## src/rtl/parking_pkg.sv

```systemverilog
// parking_pkg: shared gate state encoding and statistics width for the parking gate controller.
package parking_pkg;
  typedef enum logic [1:0] {IDLE, OPEN, GUARD} gate_state_e;
  localparam int STATS_W = 16;
endpackage

```

## src/rtl/parking_gate_ctrl_occupancy.sv

```systemverilog
// occupancy_counter: up/down cars-inside counter that discards over/underflow events with a seq_err pulse.
module occupancy_counter #(
  parameter int CAPACITY = 8,
  parameter int CNT_W    = 4
) (
  input  logic             clk,
  input  logic             reset,
  input  logic             car_in_i,
  input  logic             car_out_i,
  output logic [CNT_W-1:0] count_o,
  output logic             full_o,
  output logic             seq_err_o
);
  localparam logic [CNT_W-1:0] CAP = CNT_W'(CAPACITY);
  logic [CNT_W-1:0] cnt_q, cnt_d;
  logic full_q, err_q, err_d, inc, dec;
  assign inc = car_in_i & ~car_out_i;
  assign dec = car_out_i & ~car_in_i;
  always_comb begin
    err_d = (inc && cnt_q == CAP) || (dec && cnt_q == '0);
    cnt_d = err_d ? cnt_q : inc ? cnt_q + 1'b1 : dec ? cnt_q - 1'b1 : cnt_q;
  end
  always_ff @(posedge clk) begin
    if (reset) begin
      cnt_q  <= '0;
      full_q <= 1'b0;
      err_q  <= 1'b0;
    end else begin
      cnt_q  <= cnt_d;
      full_q <= cnt_d == CAP;
      err_q  <= err_d;
    end
  end
  assign count_o   = cnt_q;
  assign full_o    = full_q;
  assign seq_err_o = err_q;
endmodule

```

## src/rtl/parking_gate_ctrl.sv

```systemverilog
// parking_gate_ctrl: occupancy tracking plus entry barrier FSM (IDLE/OPEN/GUARD).
// Define PARKING_STATS_EN to build the total_in/reject_cnt statistics counters.
module parking_gate_ctrl import parking_pkg::*; #(
  parameter int CAPACITY     = 8,
  parameter int CNT_W        = 4,
  parameter int OPEN_TIMEOUT = 100,
  parameter int GUARD_CYCLES = 4,
  parameter int TMR_W        = 8
) (
  input  logic               clk,
  input  logic               reset,
  input  logic               car_in,
  input  logic               car_out,
  input  logic               entry_req,
  output logic               gate_open,
  output logic               full,
  output logic [CNT_W-1:0]   occupancy,
  output logic               denied,
  output logic               timeout,
  output logic               seq_err,
  output logic [STATS_W-1:0] total_in,
  output logic [STATS_W-1:0] reject_cnt
);
  gate_state_e state_q, state_d;
  logic [TMR_W-1:0] tmr_q, tmr_d;
  logic req_q, gate_q, denied_q, denied_d, timeout_q, timeout_d;
  occupancy_counter #(.CAPACITY(CAPACITY), .CNT_W(CNT_W)) u_occ (
    .clk       (clk),
    .reset     (reset),
    .car_in_i  (car_in),
    .car_out_i (car_out),
    .count_o   (occupancy),
    .full_o    (full),
    .seq_err_o (seq_err)
  );
  always_comb begin
    state_d   = state_q;
    tmr_d     = tmr_q + 1'b1;
    denied_d  = 1'b0;
    timeout_d = 1'b0;
    case (state_q)
      IDLE: begin
        tmr_d    = '0;
        state_d  = (entry_req && !full) ? OPEN : IDLE;
        denied_d = entry_req && !req_q && full;
      end
      OPEN: begin
        if (car_in) begin
          state_d = GUARD;
          tmr_d   = '0;
        end else if (tmr_q == TMR_W'(OPEN_TIMEOUT - 1)) begin
          state_d   = IDLE;
          tmr_d     = '0;
          timeout_d = 1'b1;
        end
      end
      GUARD: begin
        if (tmr_q == TMR_W'(GUARD_CYCLES - 1)) begin
          state_d = IDLE;
          tmr_d   = '0;
        end
      end
      default: begin
        state_d = IDLE;
        tmr_d   = '0;
      end
    endcase
  end
  always_ff @(posedge clk) begin
    if (reset) begin
      state_q   <= IDLE;
      tmr_q     <= '0;
      req_q     <= 1'b0;
      gate_q    <= 1'b0;
      denied_q  <= 1'b0;
      timeout_q <= 1'b0;
    end else begin
      state_q   <= state_d;
      tmr_q     <= tmr_d;
      req_q     <= entry_req;
      gate_q    <= state_d != IDLE;
      denied_q  <= denied_d;
      timeout_q <= timeout_d;
    end
  end
  assign gate_open = gate_q;
  assign denied    = denied_q;
  assign timeout   = timeout_q;
`ifdef PARKING_STATS_EN
  logic [STATS_W-1:0] tin_q, rej_q;
  logic in_ok;
  // car_in is only rejected when it would overflow a full lot without a matching car_out
  assign in_ok = car_in && (car_out || occupancy != CNT_W'(CAPACITY));
  always_ff @(posedge clk) begin
    if (reset) begin
      tin_q <= '0;
      rej_q <= '0;
    end else begin
      tin_q <= tin_q + STATS_W'(in_ok);
      rej_q <= rej_q + STATS_W'(denied_d);
    end
  end
  assign total_in   = tin_q;
  assign reject_cnt = rej_q;
`else
  assign total_in   = '0;
  assign reject_cnt = '0;
`endif
endmodule

```

## config.mk

```make
export PLATFORM = sky130hd
export DESIGN_NAME = parking_gate_ctrl
export DESIGN_NICKNAME = d
export VERILOG_FILES = /design/src/rtl/parking_pkg.sv /design/src/rtl/parking_gate_ctrl_occupancy.sv /design/src/rtl/parking_gate_ctrl.sv
export SDC_FILE = /design/constraint.sdc
export NUM_CORES = 1
export LEC_CHECK = 0
export ABC_CLOCK_PERIOD_IN_PS = 1900
export BUFFER_PORTS_ARGS = -buffer_cell sky130_fd_sc_hd__clkbuf_2
export CORE_UTILIZATION = 49
export CTS_CLUSTER_DIAMETER = 60
export DETAILED_ROUTE_END_ITERATION = 6
export PLACE_DENSITY = 0.77
export SLEW_MARGIN = 20
export SYNTH_ARGS = -nofsm -noshare
export SYNTH_HDL_FRONTEND = slang
export SYNTH_HIERARCHICAL = 1
export SYNTH_SLANG_ARGS = --single-unit
```

## constraint.sdc

```tcl
create_clock -name clk -period 1.9 [get_ports clk]
set_input_delay 0.57 -clock clk [delete_from_list [all_inputs] [get_ports clk]]
set_output_delay 0.57 -clock clk [all_outputs]
set_load 0.05 [all_outputs]
```

==> out/metrics.yaml <==
hold_viol: 0
drcViolationCount: 0
total_power_uw: 1252
fmax_mhz: 564.8
stdcell_count: 193
routedWlPerCell_um: 10.68
synth.yosys.seq_area_share_pct: 31.25
ios: 46
whs_endpoint: "denied$_SDFF_PP0_"
dr_total_vias: 940
drive_gt1_share_pct: 19.02
critPathRequiredTime_ns: 2.10
drv_slew: 0
clock_tree.root_cell: "clkbuf_4"
avgSynthCellArea_sq_um: 8.716
place_congestion: 0.8457
nets: 177
critPathLaunchType: "register"
period_minus_slack_ns: 1.771
hp-start: "req_q$_SDFF_PP0_"
die_area_sq_mm: 0.002823
clk_pin_slew_worst_paths_ns: 0.12
async_reset_ff_share_pct: 0
syn_to_final_growth_pct: 3.711
setup_violations: 0
vias_per_cell: 4.870
mostFrequentLayoutCells: "conb_1 (32), dfxtp_1 (18), nor2_1 (16), clkbuf_2 (13)"
power.leakage_uw: 0.0005928
finalCritPeriodShare_pct: 93.19
synthCells: 147
ant_nets: 0
synth_area_leader_cell: "dfxtp_1"
postCtsSetupRepairBufs: 0
grt_pass1_wl_mm: 3.491
worstRegToRegCells: 7
hold_path_depth: 1
place_inst: 189
setup_tns_ns: 0
drt_iter0_markers: 19
rsz0062_at_grt: "false"
netlist.area_leader.share_pct: 31.25
synth_flop_cell: "dfxtp_1"
layout_commonest_cell: "conb_1"
power_density_mw_per_mm2: 942.5
die_x_um: 53.14
die_y_um: 53.14
hold_path_class: "register to register"
end_kind: "register"
cts_buffer_depth: 2
clk_latency_ns: 0.29
cap_violations: 0
antenna_found_initial: 0
syn_area_sq_mm: 0.001281
ys_warn_count: 6
start_util_pct: 51.72
critPathMaxFanout: 7
synthTopCellsByArea: "dfxtp_1 (31%), buf_4 (19%), ha_1 (7.8%), nor2_1 (4.7%), xnor2_1 (3.4%)"
cts_inserted_buffers: 3
reg2reg_slack_ns: 0.13
num_antenna_cells: 0
ir_drop_v: 0.0006394
cp.arrival_ns: 1.97
firstDrtPassIters: 4
final.setup_skew_ns: 0.008656
routed_wl_mm: 2.061
grt_max_degree: 13
coreArea_sq_mm: 0.002477
timing.rr.end: "u_occ/full_o$_SDFF_PP0_"
worstReg2RegStart: "u_occ/count_o[1]$_SDFF_PP0_"
synth-edff-count: 0
grt_usage_pct: 16.30
rows: 18
critPathKind: "register to register"
port_buffers: 13
cts.sinks: 20
grt_pass1_vias: 833
place_hpwl_mm: 1.652
grt.overflow.total: 0
htreeDepth: 1
synth_cell_types: 42
status: "completed"
cts_tree: "yes"
synth_seq_cells: 20
==> synthesized netlist by cell type (all sizes together) (4+ instances only) <==
| cell | n |
|---|---|
| nand3 | 4 |
| dfxtp | 20 |
| nor3 | 5 |
| xnor2 | 5 |
| ha | 8 |
| inv | 8 |
| buf | 33 |
| a21oi | 6 |
| nor2 | 16 |
| nand2 | 6 |
==> worst max-delay path, cell delays in order (launching register included) <==
cell and delay [ns]:
dfxtp_4 0.41, inv_1 0.08, ha_1 0.33, inv_1 0.06, a221oi_2 0.25, a21oi_1 0.07
a211o_1 0.30, and4_1 0.18
==> cell families (layout without fill, tap and decap cells) <==
family | count (synthesis) | after routing | share of synthesized area, %
adders and majority gates | 8 | 8 | 7.813
and+or+nand+nor | 47 | 47 | 20.41
other | 1 | 32 | 0.2927
muxes | 1 | 1 | 0.8788
DFF | 20 | 20 | 31.25
buffers and inverters | 41 | 26 | 21.48
xor gates and xnor gates | 8 | 8 | 5.469
AOI/OAI and AO/OA | 21 | 21 | 12.40
==> report_power, final <==
part	internal (uW)	switching [uW]	leakage [uW]
clock network	213	127	0.0000279
registers	447	35.0	0.000164
logic	102	329	0.000401
total	762	491	0.000593
==> worst max-delay path by stage <==
| stage | startpoint | to | depth (start not counted) |
|---|---|---|---|
| 2_1_floorplan | u_occ/count_o[1]$_SDFF_PP0_ | u_occ/full_o$_SDFF_PP0_ | 7 |
| 3_3_place_gp | car_out | u_occ/full_o$_SDFF_PP0_ | 6 |
| 3_5_place_dp | car_out | u_occ/full_o$_SDFF_PP0_ | 6 |
| 4_1_cts | u_occ/count_o[1]$_SDFF_PP0_ | u_occ/full_o$_SDFF_PP0_ | 7 |
| 5_1_grt | u_occ/count_o[1]$_SDFF_PP0_ | u_occ/full_o$_SDFF_PP0_ | 7 |
| 6_report | u_occ/count_o[1]$_SDFF_PP0_ | u_occ/full_o$_SDFF_PP0_ | 7 |
==> per-stage QoR <==
| stage | setup WS (ns) | hold WS [ns] | utilization, % | area [sq um] |
|---|---|---|---|---|
| finish | 0.1295 | 0.3976 | 53.64 | 1329 |
| global placement | 0.1224 | 0.3761 | 51.16 | 1267 |
| floorplan | 0.005887 | 0.3680 | - | 1403 |
| global route | 0.03502 | 0.4252 | 53.64 | 1329 |
| detailed placement | 0.03115 | 0.3803 | 51.16 | 1267 |
| CTS | 0.06501 | 0.4062 | 53.28 | 1320 |
==> flip-flops by register name (all words and copies together), names as in the netlist <==
signal and cells:
u_occ/full_o 1, gate_open 1, state_q 2, timeout 1
req_q 1, tmr_q 8, u_occ/count_o 4, u_occ/seq_err_o 1
denied 1
==> layout make-up <==
type | instances | area (sq um)
fill | 250 | 1149
timing repair buffer | 14 | 72.57
clock inverter | 1 | 30.03
multi-input combinational | 117 | 728.2
inverter | 8 | 30.03
clock buffer | 3 | 22.52
sequential | 20 | 407.9
tap | 30 | 37.54
==> metal layers <==
layer  track usage [%]  share of wire [%]
met4             3.070               0.49
met3             3.448                6.6
met5                 0                  0
met2             28.69                 50
met1             20.28                 43
==> repair_timing <==
item	4_1_cts	5_1_grt
endpoints found under the setup margin	0	1
resized for setup	0	2
hold buffers	0	0
(Power assumes the default switching activity.)
